===== config.mk =====
export PLATFORM = sky130hd
export DESIGN_NAME = wb_port_arbiter_flat
export DESIGN_NICKNAME = d
export VERILOG_FILES = /design/src/rtl/wb_port_arbiter_pkg.sv /design/src/rtl/wb_port_arbiter_if.sv /design/src/rtl/wb_port_arbiter_rr_pick2.sv /design/src/rtl/wb_port_arbiter.sv /design/src/flat_wrapper.sv
export SDC_FILE = /design/constraint.sdc
export NUM_CORES = 1
export LEC_CHECK = 0
export BUFFER_PORTS_ARGS = -buffer_cell sky130_fd_sc_hd__buf_4
export CORE_ASPECT_RATIO = 0.7
export CORE_UTILIZATION = 45
export CTS_BUF_LIST = sky130_fd_sc_hd__clkbuf_16
export DETAILED_ROUTE_END_ITERATION = 7
export GPL_ROUTABILITY_DRIVEN = 0
export PLACE_DENSITY = 0.88
export SKIP_LAST_GASP = 1
export SYNTH_ARGS = -nofsm -noshare
export SYNTH_HDL_FRONTEND = slang
export SYNTH_SLANG_ARGS = --single-unit

===== constraint.sdc =====
create_clock -name clk -period 6.1 [get_ports clk]
set_clock_uncertainty 0.15 [all_clocks]
set_input_delay 1.22 -clock clk [delete_from_list [all_inputs] [get_ports clk]]
set_output_delay 1.22 -clock clk [all_outputs]
set_load 0.01 [all_outputs]

===== src/rtl/wb_port_arbiter_pkg.sv =====
// ============================================================================
// Module      : wb_arb_pkg
// Description : Shared types and constants for the writeback port arbiter.
// Revision    : 1.0 - initial release
// ============================================================================
`default_nettype none

package wb_arb_pkg;

  localparam int WAIT_W    = 8;
  // Widest XLEN the request struct can carry; narrower payloads are zero-padded.
  localparam int WB_DATA_W = 64;

  typedef enum logic [1:0] {
    SRC_NONE = 2'd0,
    SRC_PIPE = 2'd1,
    SRC_FPU  = 2'd2,
    SRC_MDU  = 2'd3
  } wb_src_e;

  typedef struct packed {
    logic                 valid;
    logic [4:0]           rd;
    logic                 fp;
    logic [WB_DATA_W-1:0] data;
  } wb_req_t;

  // Integer x0 is hard-wired to zero, so that write is dropped.
  function automatic logic wb_write_en(input logic fp, input logic [4:0] rd);
    return fp || (rd != 5'd0);
  endfunction

endpackage

`default_nettype wire


===== src/rtl/wb_port_arbiter_if.sv =====
// ============================================================================
// Module      : wb_port_arbiter_if
// Description : Writeback sources, register-file port and stall bundle.
//               Optional perf_stall_cnt present only with WBARB_PERF_EN.
// Revision    : 1.0 - initial release
// ============================================================================
`default_nettype none

interface wb_port_arbiter_if #(
  parameter int XLEN = 32
);

  logic            hold;

  logic            pipe_valid;
  logic [4:0]      pipe_rd;
  logic            pipe_fp;
  logic [XLEN-1:0] pipe_data;
  logic            pipe_stall;

  logic            fpu_valid;
  logic            fpu_ready;
  logic [4:0]      fpu_rd;
  logic            fpu_fp;
  logic [XLEN-1:0] fpu_data;

  logic            mdu_valid;
  logic            mdu_ready;
  logic [4:0]      mdu_rd;
  logic [XLEN-1:0] mdu_data;

  logic            rf_we;
  logic            rf_fp;
  logic [4:0]      rf_rd;
  logic [XLEN-1:0] rf_wdata;

`ifdef WBARB_PERF_EN
  logic [31:0]     perf_stall_cnt;
`endif

  // Arbiter side
  modport slave (
    input  hold,
    input  pipe_valid, pipe_rd, pipe_fp, pipe_data,
    output pipe_stall,
    input  fpu_valid, fpu_rd, fpu_fp, fpu_data,
    output fpu_ready,
    input  mdu_valid, mdu_rd, mdu_data,
    output mdu_ready,
    output rf_we, rf_fp, rf_rd, rf_wdata
`ifdef WBARB_PERF_EN
    , output perf_stall_cnt
`endif
  );

  // Source / register-file side
  modport master (
    output hold,
    output pipe_valid, pipe_rd, pipe_fp, pipe_data,
    input  pipe_stall,
    output fpu_valid, fpu_rd, fpu_fp, fpu_data,
    input  fpu_ready,
    output mdu_valid, mdu_rd, mdu_data,
    input  mdu_ready,
    input  rf_we, rf_fp, rf_rd, rf_wdata
`ifdef WBARB_PERF_EN
    , input perf_stall_cnt
`endif
  );

endinterface

`default_nettype wire


===== src/rtl/wb_port_arbiter_rr_pick2.sv =====
// ============================================================================
// Module      : wb_rr_pick2
// Description : Two-requester round-robin picker; owns the rr pointer.
// Revision    : 1.0 - initial release
// ============================================================================
`default_nettype none

module wb_rr_pick2
  import wb_arb_pkg::*;
(
  input  wire logic clk,
  input  wire logic Rst,
  input  wire logic i_en,
  input  wire logic i_req0,
  input  wire logic i_req1,
  output logic      o_gnt0,
  output logic      o_gnt1
);

  // 0 prefers requester 0 (FPU), 1 prefers requester 1 (MDU)
  logic r_ptr;

  always_comb begin
    o_gnt0 = 1'b0;
    o_gnt1 = 1'b0;
    if (i_en) begin
      if (i_req0 && i_req1) begin
        o_gnt0 = ~r_ptr;
        o_gnt1 = r_ptr;
      end else begin
        o_gnt0 = i_req0;
        o_gnt1 = i_req1;
      end
    end
  end

  always_ff @(posedge clk or posedge Rst) begin
    if (Rst) begin
      r_ptr <= 1'b0;
    end else if (o_gnt0) begin
      r_ptr <= 1'b1;
    end else if (o_gnt1) begin
      r_ptr <= 1'b0;
    end
  end

endmodule

`default_nettype wire


===== src/rtl/wb_port_arbiter.sv =====
// ============================================================================
// Module      : wb_port_arbiter
// Description : Register-file write-port arbiter for pipeline, FPU and MDU
//               writebacks with starvation-bounded pipeline priority.
//               Define WBARB_PERF_EN to add the starvation-stall counter.
// Revision    : 1.0 - initial release
// ============================================================================
`default_nettype none

module wb_port_arbiter
  import wb_arb_pkg::*;
#(
  parameter int STARVE_LIMIT = 8,
  parameter int XLEN         = 32
) (
  input  wire logic         clk,
  input  wire logic         Rst,
  wb_port_arbiter_if.slave  bus
);

  localparam logic [WAIT_W-1:0] c_starve_limit = WAIT_W'(STARVE_LIMIT);

  wb_req_t           w_pipe_req;
  wb_req_t           w_fpu_req;
  wb_req_t           w_mdu_req;
  wb_req_t           w_win;
  wb_src_e           w_src;

  logic              w_any_aux;
  logic              w_force_aux;
  logic              w_pipe_gnt;
  logic              w_aux_en;
  logic              w_fpu_gnt;
  logic              w_mdu_gnt;
  logic              w_pipe_stall;
  logic              w_unused_pad;

  logic [WAIT_W-1:0] r_wait_cnt;
  logic              r_rf_we;
  logic              r_rf_fp;
  logic [4:0]        r_rf_rd;
  logic [XLEN-1:0]   r_rf_wdata;

  always_comb begin
    w_pipe_req       = '0;
    w_pipe_req.valid = bus.pipe_valid;
    w_pipe_req.rd    = bus.pipe_rd;
    w_pipe_req.fp    = bus.pipe_fp;
    w_pipe_req.data  = WB_DATA_W'(bus.pipe_data);

    w_fpu_req        = '0;
    w_fpu_req.valid  = bus.fpu_valid;
    w_fpu_req.rd     = bus.fpu_rd;
    w_fpu_req.fp     = bus.fpu_fp;
    w_fpu_req.data   = WB_DATA_W'(bus.fpu_data);

    // MDU only ever writes the integer file
    w_mdu_req        = '0;
    w_mdu_req.valid  = bus.mdu_valid;
    w_mdu_req.rd     = bus.mdu_rd;
    w_mdu_req.fp     = 1'b0;
    w_mdu_req.data   = WB_DATA_W'(bus.mdu_data);
  end

  assign w_any_aux    = w_fpu_req.valid | w_mdu_req.valid;
  assign w_force_aux  = (r_wait_cnt >= c_starve_limit) & w_any_aux;
  assign w_pipe_gnt   = ~bus.hold & w_pipe_req.valid & ~w_force_aux;
  assign w_aux_en     = ~bus.hold & ~w_pipe_gnt;
  assign w_pipe_stall = ~bus.hold & w_pipe_req.valid & w_force_aux;

  wb_rr_pick2 u_rr_pick2 (
    .clk    (clk),
    .Rst    (Rst),
    .i_en   (w_aux_en),
    .i_req0 (w_fpu_req.valid),
    .i_req1 (w_mdu_req.valid),
    .o_gnt0 (w_fpu_gnt),
    .o_gnt1 (w_mdu_gnt)
  );

  always_comb begin
    w_src = SRC_NONE;
    if (w_pipe_gnt) begin
      w_src = SRC_PIPE;
    end else if (w_fpu_gnt) begin
      w_src = SRC_FPU;
    end else if (w_mdu_gnt) begin
      w_src = SRC_MDU;
    end
  end

  always_comb begin
    w_win = '0;
    case (w_src)
      SRC_PIPE: w_win = w_pipe_req;
      SRC_FPU:  w_win = w_fpu_req;
      SRC_MDU:  w_win = w_mdu_req;
      default:  w_win = '0;
    endcase
  end

  // Bits above XLEN are always zero padding
  assign w_unused_pad = ^w_win.data;

  // Waits only count while an aux result is actually being held off
  always_ff @(posedge clk or posedge Rst) begin
    if (Rst) begin
      r_wait_cnt <= '0;
    end else if (!bus.hold) begin
      if (w_fpu_gnt || w_mdu_gnt || !w_any_aux) begin
        r_wait_cnt <= '0;
      end else if (r_wait_cnt != {WAIT_W{1'b1}}) begin
        r_wait_cnt <= r_wait_cnt + 1'b1;
      end
    end
  end

  always_ff @(posedge clk or posedge Rst) begin
    if (Rst) begin
      r_rf_we    <= 1'b0;
      r_rf_fp    <= 1'b0;
      r_rf_rd    <= '0;
      r_rf_wdata <= '0;
    end else if (w_win.valid) begin
      r_rf_we    <= wb_write_en(w_win.fp, w_win.rd);
      r_rf_fp    <= w_win.fp;
      r_rf_rd    <= w_win.rd;
      r_rf_wdata <= w_win.data[XLEN-1:0];
    end else begin
      r_rf_we    <= 1'b0;
    end
  end

  assign bus.pipe_stall = w_pipe_stall;
  assign bus.fpu_ready  = w_fpu_gnt;
  assign bus.mdu_ready  = w_mdu_gnt;
  assign bus.rf_we      = r_rf_we;
  assign bus.rf_fp      = r_rf_fp;
  assign bus.rf_rd      = r_rf_rd;
  assign bus.rf_wdata   = r_rf_wdata;

`ifdef WBARB_PERF_EN
  logic [31:0] r_perf_stall_cnt;

  always_ff @(posedge clk or posedge Rst) begin
    if (Rst) begin
      r_perf_stall_cnt <= '0;
    end else if (w_pipe_stall) begin
      r_perf_stall_cnt <= r_perf_stall_cnt + 32'd1;
    end
  end

  assign bus.perf_stall_cnt = r_perf_stall_cnt;
`endif

endmodule

`default_nettype wire


===== src/flat_wrapper.sv =====
// flat-port wrapper written by rule: the top's interface ports become plain ports
module wb_port_arbiter_flat import wb_arb_pkg::*;
#(
  parameter int STARVE_LIMIT = 8,
  parameter int XLEN         = 32
)
  (clk, Rst, bus_hold, bus_pipe_valid, bus_pipe_rd, bus_pipe_fp, bus_pipe_data, bus_pipe_stall, bus_fpu_valid, bus_fpu_rd, bus_fpu_fp, bus_fpu_data, bus_fpu_ready, bus_mdu_valid, bus_mdu_rd, bus_mdu_data, bus_mdu_ready, bus_rf_we, bus_rf_fp, bus_rf_rd, bus_rf_wdata);
  wb_port_arbiter_if #(.XLEN(XLEN)) bus_i ();
  input  wire logic clk;
  input  wire logic Rst;
  input wire logic [$bits(bus_i.hold)-1:0] bus_hold;
  input wire logic [$bits(bus_i.pipe_valid)-1:0] bus_pipe_valid;
  input wire logic [$bits(bus_i.pipe_rd)-1:0] bus_pipe_rd;
  input wire logic [$bits(bus_i.pipe_fp)-1:0] bus_pipe_fp;
  input wire logic [$bits(bus_i.pipe_data)-1:0] bus_pipe_data;
  output wire logic [$bits(bus_i.pipe_stall)-1:0] bus_pipe_stall;
  input wire logic [$bits(bus_i.fpu_valid)-1:0] bus_fpu_valid;
  input wire logic [$bits(bus_i.fpu_rd)-1:0] bus_fpu_rd;
  input wire logic [$bits(bus_i.fpu_fp)-1:0] bus_fpu_fp;
  input wire logic [$bits(bus_i.fpu_data)-1:0] bus_fpu_data;
  output wire logic [$bits(bus_i.fpu_ready)-1:0] bus_fpu_ready;
  input wire logic [$bits(bus_i.mdu_valid)-1:0] bus_mdu_valid;
  input wire logic [$bits(bus_i.mdu_rd)-1:0] bus_mdu_rd;
  input wire logic [$bits(bus_i.mdu_data)-1:0] bus_mdu_data;
  output wire logic [$bits(bus_i.mdu_ready)-1:0] bus_mdu_ready;
  output wire logic [$bits(bus_i.rf_we)-1:0] bus_rf_we;
  output wire logic [$bits(bus_i.rf_fp)-1:0] bus_rf_fp;
  output wire logic [$bits(bus_i.rf_rd)-1:0] bus_rf_rd;
  output wire logic [$bits(bus_i.rf_wdata)-1:0] bus_rf_wdata;
  assign bus_i.hold = bus_hold;
  assign bus_i.pipe_valid = bus_pipe_valid;
  assign bus_i.pipe_rd = bus_pipe_rd;
  assign bus_i.pipe_fp = bus_pipe_fp;
  assign bus_i.pipe_data = bus_pipe_data;
  assign bus_pipe_stall = bus_i.pipe_stall;
  assign bus_i.fpu_valid = bus_fpu_valid;
  assign bus_i.fpu_rd = bus_fpu_rd;
  assign bus_i.fpu_fp = bus_fpu_fp;
  assign bus_i.fpu_data = bus_fpu_data;
  assign bus_fpu_ready = bus_i.fpu_ready;
  assign bus_i.mdu_valid = bus_mdu_valid;
  assign bus_i.mdu_rd = bus_mdu_rd;
  assign bus_i.mdu_data = bus_mdu_data;
  assign bus_mdu_ready = bus_i.mdu_ready;
  assign bus_rf_we = bus_i.rf_we;
  assign bus_rf_fp = bus_i.rf_fp;
  assign bus_rf_rd = bus_i.rf_rd;
  assign bus_rf_wdata = bus_i.rf_wdata;
  wb_port_arbiter #(.STARVE_LIMIT(STARVE_LIMIT), .XLEN(XLEN)) u_core (.clk(clk), .Rst(Rst), .bus(bus_i));
endmodule

==> summary.txt, run 1 <==
Timing
  • Setup TNS: 0 ns
  • Final hold vios: 0
  • Max-slew violation count: 0
  • Rel. slew slack: 0.2420
  • Min Tclk post-route: 3.815 ns
  • Final worst-path cycle share: 0.6255
  • Worst slew pin tran: 1.137 ns
  • RSZ-0062 raised after global routing: false
  • Fmax: 0.2621 GHz
  • # setup viols final: 0

Synth
  • Post-synth EDFFs: 0
  • FFs w/ async S/R, synth: 1.000
  • Mapped Area: 2331 sq um
  • Synth Warn #: 0
  • Syn nets: 341
  • Commonest register cell after synthesis: dfrtp_1
  • Leading area contributor after synthesis: dfrtp_1
  • Mapped Cells: 220
  • Largest cells by area after synthesis: dfrtp_1, a221o_1, a22o_1
  • Yosys top cell area share: 0.5153
  • Sequential fraction of the synthesis area: 0.5153
  • Mean post-synth cell area: 10.60 sq um
  • Flops & latches, synth: 48
  • Cell variety after synth: 35

Pwr
  • Clk pwr share: 0.281
  • Sw Ratio: 0.2726
  • Leak: 1.828 nW
  • Peak VDD IR: 0.1205 mV
  • Power share of the combinational group: 0.281
  • P_sw: about 0.00025 W
  • Int Power: between 0.0006 and 0.0007 W
  • Pwr/cell area: around 240 nW/um^2
  • Sequential Power Share: 0.438

Clock network
  • CTS Buf Count: 5
  • CTS tree: yes
  • Post-CTS sizing: 0
  • Clk sinks: 48
  • Root Driver: clkbuf_16
  • Clock buffer depth: 2
  • Number of hold buffers added after cts: 0
  • H-tree depth: 2
  • Clk slew on worst S/H paths: 0.06 ns
  • Post-CTS setup repair buffer count: 0
  • Clock latency on the worst-skew pair: 0.28 ns

Global routing
  • GRT overflow: 0
  • Global Route Usage Sum: 0.2705
  • Most crowded layer after global routing: met2
  • Largest net degree at the start of global routing: 49
  • First-pass GRT wire length: 11460 microns
  • Met3 usage: 0.05319
  • Met2 GRT Util: 0.4554
  • Met1 Use GR: 0.3655
  • Initial antenna violation count: 0
  • Number of global-route vias before repair: ~2400

Placement
  • Detailed Place HPWL: 5271 microns
  • Port bufs: 160
  • Dpl cells: 434

Route
  • Drt pass-1 iters: 5
  • DRT Wirelength: 7214 microns
  • Routed Antenna Nets: 0
  • Vias per Instance: 5.601
  • Drt wl/cell: 16.36 microns
  • Vias: 2470
  • DRT iter0 DRCs: 134
  • Residual DRC: 0

Layout
  • Final Net Count: 493
  • Final cell count without fillers: about 440
  • Layout cells sized above 1: 0.4704
  • Commonest non-fill, non-tap cells in the layout: buf_4, dfrtp_1, nor2_1, a221o_1, a22o_1
  • Area Growth Syn to Fin: 58.88%
  • Ant diodes: 0
  • Commonest non-fill, non-tap cell in the layout: buf_4

Outcome
  • Outcome: finished, final reports clean

Floorplan
  • Die width: 88.02 microns
  • Num rows: 21
  • Starting Density: 0.4770
  • Chip Height: 62.22 microns
  • Die area: ~5500 sq um
  • Core area: a little under 5000 sq um
  • Top-Level Pins: 161

Critical path
  • Worst path required time: 4.73 ns
  • Crit. End Element: output port
  • Arrival time worst endpoint: 2.45 ns
  • Worst setup path class: input port to output port
  • Critical path launch point type: input port
  • Crit Path Max Fanout: 40

Flow run
  • Max Cap Viol: 0

Worst hold path
  • Hold Path Class: register to register
==> layout make-up <==
type	count	area, sq um
Multi-Input combinational cell	149	1044
Clock buffer	5	125.1
Sequential cell	48	1201
Fill cell	354	1184
Clock inverter	2	8.758
Inverter	6	22.52
Tap cell	69	86.33
Timing Repair Buffer	162	1216
==> path summary, 6_finish.rpt <==
| check | from | endpoint | slack (ns) | cells after the start |
|---|---|---|---|---|
| hold / removal | u_core.bus.rf_rd[0] | u_core.bus.rf_rd[0] | 0.33 | 2 |
| setup / recovery | bus_pipe_valid | bus_fpu_ready | 2.28 | 5 |
| max in group asynchronous | Rst | u_core.bus.rf_wdata[30] | 4.17 | 2 |
| setup reg to reg | u_core.r_wait_cnt[5] | u_core.bus.rf_wdata[20] | 3.15 | 5 |
| min in group asynchronous | Rst | u_core.bus.rf_wdata[23] | 1.03 | 2 |
| hold reg to reg | u_core.bus.rf_rd[0] | u_core.bus.rf_rd[0] | 0.33 | 2 |
==> metrics by stage <==
stage	setup slack, ns	hold slack [ns]	util	instance area, sq um	total power, W
floorplan	2.300	0.3135	-	2331	0.0005019
global placement	2.344	0.3118	0.7304	3570	0.0006447
detailed placement	2.302	0.3153	0.7304	3570	0.0006540
CTS	2.306	0.3303	0.7578	3704	0.0009070
global route	2.213	0.3532	0.7578	3704	0.0009467
finish	2.285	0.3290	0.7578	3704	0.0009017
==> sequential cells by signal (all words and copies together), names as in the netlist <==
register and count:
u_core.bus.rf_we 1, u_core.bus.rf_fp 1, u_core.r_wait_cnt 8, u_core.bus.rf_rd 5, u_core.bus.rf_wdata 32, u_core.u_rr_pick2.r_ptr 1
==> routing by layer <==
metal / up-vias / wire (microns)
met2: 116 / 3580
li1: 1154 / -
met3: 6 / 591
met1: 1194 / 2974
met5: - / 0
met4: 0 / 68
==> power groups by stage <==
stage          clock [W]  combinational (W)  sequential [W]
3_3_place_gp           0           0.000247        0.000397
6_report        0.000254           0.000254        0.000395
3_5_place_dp           0           0.000255        0.000399
4_1_cts         0.000258           0.000255        0.000394
5_1_grt         0.000272           0.000275        0.000399
2_1_floorplan          0          0.0000865        0.000415
==> critical path, stage by stage <==
cell       delay (ns)
buf_4            0.13
nor4b_4          0.14
a2111oi_2        0.29
buf_4            0.45
buf_4            0.20
==> synth_stat cells, types with 2 or more instances <==
master / instances
ha_1: 2
a222oi_1: 4
nand2_1: 8
a22oi_1: 14
nor3_1: 2
nor2_1: 24
nor4b_1: 2
buf_2: 5
dfrtp_1: 48
o21ai_0: 14
a22o_1: 20
or4b_1: 2
clkbuf_1: 11
and2_1: 4
a21oi_1: 16
inv_1: 5
a221o_1: 20
a31oi_1: 2
==> logic make-up (layout without fill, tap and decap cells) <==
kind of cell,count (synthesis),count (layout),synth area share
simple gates,48,48,0.1084
buf+inv,23,175,0.04294
fa+ha+maj,2,2,0.01073
compound gates,98,98,0.3188
flops,48,48,0.5153
xor+xnor,1,1,0.003758
Power figures use the tool's default switching activity.
==> inputs of run 2 (changes only) <==
- CORE_UTILIZATION: 45 -> 41
- PLACE_DENSITY: 0.88 -> 0.82
- clock period: 6.1 -> 3.63 ns (I/O delays scaled with it)
==> run 2 against run 1 <==
Flip-flop and latch count unchanged. Global-route usage decreased by 1.9 points. Combinational power is 70% higher. Cell area increased by 1.1%. Setup slack lost 1.5 ns. Final cell count increased by 1.8%. Via count decreased by 0.69%. Register-to-register slack lost 2.2 ns. Non-clock buffer count up 5. Routed wire length grew 1.3%. Clock-buffer cell count unchanged. Worst hold slack improved by 0.0017 ns.
==> summary.txt, run 2 (synthesis gave the netlist of run 1 again) <==
Clock network
  • H-tree depth: 2 (unchanged)
  • Clock buffer depth: 2 (unchanged)
  • CTS tree: yes
  • CTS Buf Count: 5 (unchanged)
  • Number of hold buffers added after cts: 0 (unchanged)
  • Post-CTS sizing: 0 (unchanged)
  • Clock latency on the worst-skew pair: 0.28 ns (about the same)
  • Clk slew on worst S/H paths: 0.06 ns (about the same)
  • Root Driver: clkbuf_16
  • Clk sinks: 48 (unchanged)
  • Post-CTS setup repair buffer count: 0 (unchanged)

Critical path
  • FF-to-FF End: u_core.bus.rf_wdata[11]
  • Crit Path Max Fanout: 20 (-50%)
  • R2R cell count: 6 (+1)
  • Arrival time worst endpoint: 1.92 ns (-0.53 ns)
  • Critical path launch point type: register
  • Worst path required time: 2.75 ns (-1.98 ns)
  • Worst Setup EP: bus_mdu_ready
  • Reg2Reg Setup Slack: 0.92 ns (-2.23 ns)
  • Worst setup path class: register to output port
  • Worst Setup SP: u_core.r_wait_cnt[5]
  • Critical R2R Launch: u_core.r_wait_cnt[5]
  • Crit. End Element: output port

Pwr
  • PnR Total Power: 0.001520 W (+69%)
  • Peak VDD IR: 0.2047 mV (+70%)
  • Clk pwr share: 0.278 (-0.003)
  • Sw Ratio: 0.2720 (-0.0005984)
  • Pwr/cell area: 405.8 nW/um^2 (+67%)
  • Power share of the combinational group: 0.283 (+0.002)
  • P_sw: 0.0004133 W (+68%)
  • Int Power: 0.001106 W (+69%)
  • Sequential Power Share: 0.438 (about the same)
  • Leak: 1.852 nW (+1.3%)

Timing
  • Worst slew pin tran: 0.9826 ns (-0.1541 ns)
  • Fmax: 0.3576 GHz
  • RSZ-0062 raised after global routing: false
  • Setup TNS: 0 ns (unchanged)
  • Rel. slew slack: 0.3439 (+0.1019)
  • Max-slew violation count: 0 (unchanged)
  • # setup viols final: 0 (unchanged)
  • Final hold vios: 0 (unchanged)
  • Final worst-path cycle share: 0.7704
  • Min Tclk post-route: 2.796 ns

Placement
  • Dpl cells: 442 (+1.8%)
  • Detailed Place HPWL: 5629 microns (+6.8%)
  • Port bufs: 160 (unchanged)

Layout
  • Layout cells sized above 1: 0.4775 (+0.007023)
  • Ant diodes: 0 (unchanged)
  • Commonest non-fill, non-tap cell in the layout: buf_4
  • Max reg flops: 32 (unchanged)
  • Area Growth Syn to Fin: 60.65%
  • Commonest non-fill, non-tap cells in the layout: buf_4, dfrtp_1, nor2_1, a221o_1, a22o_1
  • Final Net Count: 498 (+1.0%)
  • Final cell count without fillers: 449 (+1.8%)

Floorplan
  • Chip Height: 65.09 microns (+4.6%)
  • Top-Level Pins: 161 (unchanged)
  • Num rows: 22 (+4.8%)
  • Die width: 92.12 microns (+4.7%)
  • Die area: 5996 sq um (+9.5%)
  • Core area: 5368 sq um (+9.8%)
  • Starting Density: 0.4343 (-0.04269)

Worst hold path
  • Hold Path Class: register to register

Global routing
  • First-pass GRT wire length: 11630 microns (+1.5%)
  • Largest net degree at the start of global routing: 49 (unchanged)
  • Initial antenna violation count: 0 (unchanged)
  • Number of global-route vias before repair: 2447 (+1.9%)
  • GRT overflow: 0 (unchanged)
  • Global Route Usage Sum: 0.2515 (-0.01898)

Route
  • Residual DRC: 0 (unchanged)
  • DRT iter0 DRCs: 128 (-4.5%)
  • Drt wl/cell: 16.28 microns (-0.46%)
  • DRT Wirelength: 7311 microns (+1.3%)
  • Drt pass-1 iters: 5 (unchanged)
  • Vias per Instance: 5.463 (-2.5%)
  • Vias: 2453 (-0.69%)
  • Routed Antenna Nets: 0 (unchanged)

Flow run
  • Max Cap Viol: 0 (unchanged)

Outcome
  • Outcome: finished, final reports clean
==> run 2: power groups by stage <==
| stage | Sequential [W] | Clock, W | Combinational, W |
|---|---|---|---|
| 2_1_floorplan | 0.000698 | 0 | 0.000145 |
| 3_3_place_gp | 0.000669 | 0 | 0.000421 |
| 3_5_place_dp | 0.000672 | 0 | 0.000436 |
| 4_1_cts | 0.000666 | 0.000431 | 0.000436 |
| 5_1_grt | 0.000675 | 0.000462 | 0.000469 |
| 6_report | 0.000666 | 0.000423 | 0.000431 |
==> run 2: how the worst min path moves through the flow <==
| stage | startpoint | end | slack, ns | cells after the start |
|---|---|---|---|---|
| 2_1_floorplan | u_core.r_wait_cnt[7] | u_core.r_wait_cnt[7] | 0.31 | 2 |
| 3_3_place_gp | u_core.bus.rf_rd[2] | u_core.bus.rf_rd[2] | 0.31 | 1 |
| 3_5_place_dp | u_core.bus.rf_fp | u_core.bus.rf_fp | 0.32 | 2 |
| 4_1_cts | u_core.bus.rf_fp | u_core.bus.rf_fp | 0.34 | 2 |
| 5_1_grt | u_core.bus.rf_rd[4] | u_core.bus.rf_rd[4] | 0.37 | 2 |
| 6_report | u_core.bus.rf_fp | u_core.bus.rf_fp | 0.33 | 2 |
==> run 2: through the flow <==
stage | worst slack, ns | hold WS [ns] | cell area (sq um) | utilization
after floorplan | 0.8183 | 0.3135 | 2331 | -
after global placement | 0.9282 | 0.3136 | 3611 | 0.6727
after detailed placement | 0.8733 | 0.3229 | 3611 | 0.6727
after CTS | 0.8207 | 0.3375 | 3745 | 0.6977
after global routing | 0.7194 | 0.3663 | 3745 | 0.6977
final | 0.8335 | 0.3307 | 3745 | 0.6977
==> run 2: critical path, cell delays in order, from the launching register on <==
cell and delay (ns):
dfrtp_1 0.39, or3_4 0.43, nor4b_4 0.35, nor3_2 0.09
buf_4 0.21, buf_4 0.16
==> run 2: cell type report <==
cell class | count | area [sq um]
sequential | 48 | 1201
fill | 434 | 1623
clock inverter | 2 | 8.758
timing repair buffer | 167 | 1254
multi-input combinational | 149 | 1044
clock buffer | 5 | 125.1
tap | 72 | 90.09
inverter | 6 | 22.52
==> run 2: routing by layer <==
layer,vias up,part of all wire,wire (microns),track usage
li1,1161,-,-,-
met1,1177,0.40,2959,0.3201
met2,113,0.52,3770,0.4496
met3,2,0.076,554,0.04930
met4,0,0.0037,27,0.04688
met5,-,0,0,0
==> inputs of run 3 (changes only) <==
- CORE_UTILIZATION: 41 -> 37
- PLACE_DENSITY: 0.82 -> 0.78
- clock period: 3.63 -> 2.3 ns (I/O delays scaled with it)
==> run 3 against run 2 <==
The flow now finishes with violations (setup timing). Critical path depth increased by 1. Flip-flop and latch count unchanged. Global-route usage decreased by 2.1 points. Final cell count increased by 6.5%. Combinational power increased by 81%. Critical endpoint is now bus_fpu_ready. Largest cell class unchanged. Largest power group unchanged. Highest routed layer unchanged.
==> summary.txt, run 3 (synthesis gave the netlist of run 1 again) <==
Floorplan
  • Die width: 96.87 microns (+5.2%)
  • Chip Height: 68.41 microns (+5.1%)
  • Top-Level Pins: 161 (unchanged)
  • Core area: 5899 sq um (+9.9%)
  • Num rows: 23 (+4.5%)
  • Starting Density: 0.3951 (-0.03914)
  • Die area: 6627 sq um (+11%)

Global routing
  • GRT overflow: 0 (unchanged)
  • Initial antenna violation count: 0 (unchanged)
  • Global Route Usage Sum: 0.2305 (-0.02100)
  • Number of global-route vias before repair: 2533 (+3.5%)
  • Largest net degree at the start of global routing: 26 (-47%)
  • First-pass GRT wire length: 11850 microns (+1.9%)

Clock network
  • H-tree depth: 2 (unchanged)
  • Clk slew on worst S/H paths: 0.06 ns (about the same)
  • CTS tree: yes
  • Number of hold buffers added after cts: 0 (unchanged)
  • Clk sinks: 48 (unchanged)
  • Clock latency on the worst-skew pair: 0.28 ns (about the same)
  • CTS Buf Count: 5 (unchanged)
  • Clock buffer depth: 2 (unchanged)
  • Root Driver: clkbuf_16

Critical path
  • Critical path launch point type: register
  • Crit Path Max Fanout: 4 (-80%)
  • Worst path top cell family by delay: simple AND/OR/NAND/NOR gates
  • Worst setup path class: register to output port
  • Worst Setup SP: u_core.r_wait_cnt[7]
  • Crit path buf inv count: 3 (+1)
  • Worst path required time: 1.69 ns (-1.06 ns)
  • Crit-path cells: or3_4, nor4b_4, buf_4, a2111oi_4, buf_4, buf_6
  • Most frequent cell on the critical path: buf_4
  • CP max stage cell: or3_4
  • Critical R2R Launch: u_core.r_wait_cnt[7]
  • Arrival time worst endpoint: 1.86 ns (-0.06 ns)
  • Crit. End Element: output port
  • Max incr delay on CP: 0.40 ns (-0.03 ns)

Timing
  • RSZ-0062 raised after global routing: true
  • Setup WS post-layout: -0.1713 ns (-1.005 ns)
  • Worst slew pin tran: 0.5980 ns (-0.3847 ns)
  • Final worst-path cycle share: 1.074
  • Final hold vios: 0 (unchanged)
  • Rel. slew slack: 0.5957 (+0.2518)
  • Worst hold slack: 0.07822 ns (-0.2524 ns)
  • Max-slew violation count: 0 (unchanged)
  • Fmax: 0.4046 GHz
  • Min Tclk post-route: 2.471 ns
  • # setup viols final: 22 (+22)

Route
  • Vias: 2547 (+3.8%)
  • DRT Wirelength: 8159 microns (+12%)
  • Vias per Instance: 5.328 (-2.5%)
  • Residual DRC: 0 (unchanged)
  • Drt pass-1 iters: 5 (unchanged)
  • Drt wl/cell: 17.07 microns (+4.8%)
  • Routed Antenna Nets: 0 (unchanged)
  • DRT iter0 DRCs: 156 (+22%)

Layout
  • Max reg flops: 32 (unchanged)
  • Footprint of the multi-input gates: 1137 sq um (+9.0%)
  • Commonest non-fill, non-tap cell in the layout: buf_4
  • FF+latch area: 1201 sq um (unchanged)
  • Ant diodes: 0 (unchanged)
  • Commonest non-fill, non-tap cells in the layout: buf_4, dfrtp_1, a221o_1, a22o_1, nor2_1
  • Final core area utilization: 0.7014 (+0.003710)
  • Fillers: 449 (+3.5%)
  • Layout cells sized above 1: 0.5509 (+0.07341)
  • Area Growth Syn to Fin: 77.51%
  • Final Net Count: 523 (+5.0%)
  • Cell area after layout: 4138 sq um (+10%)

Outcome
  • Failing checks: setup timing
  • Outcome: finished with violations

Pwr
  • PnR Total Power: 0.002517 W (+66%)
  • Peak VDD IR: 0.3565 mV (+74%)
  • Pwr/cell area: 608.3 nW/um^2 (+50%)
  • Leak: 2.027 nW (+9.4%)

Placement
  • Placement-stage cell area: 3755 sq um (+4.0%)
  • Port bufs: 160 (unchanged)
  • Place WS: -0.04802 ns (-0.9213 ns)
  • Detailed Place HPWL: 5705 microns (+1.4%)

Worst hold path
  • Hold Path Class: input port to asynchronous set/reset pin

Flow run
  • Max Cap Viol: 0 (unchanged)
run 3: cell count changes in the layout (fill, tap and decap cells not counted), sizes merged:
cell    change
inv         +1
clkbuf      +1
buf        +24
run 3: final cells by class:
| type | instances | share of cell area |
|---|---|---|
| Timing Repair Buffer | 192 | 0.3738 |
| Sequential cell | 48 | 0.2903 |
| Multi-Input combinational cell | 149 | 0.2749 |
| Clock buffer | 5 | 0.03024 |
| Tap cell | 75 | 0.02268 |
| Inverter | 6 | 0.005443 |
| Clock inverter | 3 | 0.002721 |
run 3: timing repair:
item / CTS / global route
pin swaps: 10 / 14
resized for setup: 8 / 23
setup endpoints to repair: 3 / 40
setup buffers: 6 / 6
gates cloned: 0 / 1
run 3: metal layers:
metal	part of all wire	global-route usage	up-vias
met2	0.49	0.4111	113
met4	0.0092	0.06903	0
met5	0	0	-
met1	0.43	0.2798	1210
met3	0.069	0.06129	6
li1	-	-	1218
run 3: where the power goes:
group / internal, W / leakage (nW) / switching (W)
combinational: 0.000451 / 1.37 / 0.000327
sequential: 0.000968 / 0.585 / 0.0000816
clock: 0.000392 / 0.0738 / 0.000298
total: 0.00181 / 2.03 / 0.000707
run 3: final timing paths:
kind / endpoint / slack (ns) / cells past startpoint
min: u_core.bus.rf_wdata[8] / 0.08 / 2
min reg2reg: u_core.bus.rf_rd[2] / 0.33 / 1
max: bus_fpu_ready / -0.17 / 6
max in group asynchronous: u_core.bus.rf_rd[1] / 1.40 / 3
max reg2reg: u_core.bus.rf_we / -0.13 / 8
min in group clk: u_core.bus.rf_wdata[9] / 0.26 / 2
run 3: through the flow:
stage / TNS, ns / std cells
2_1_floorplan: 0 / 220
3_3_place_gp: 0 / 457
3_5_place_dp: -0.04802 / 457
5_1_grt: -4.674 / 478
6_report: -1.460 / 478
4_1_cts: -1.249 / 471
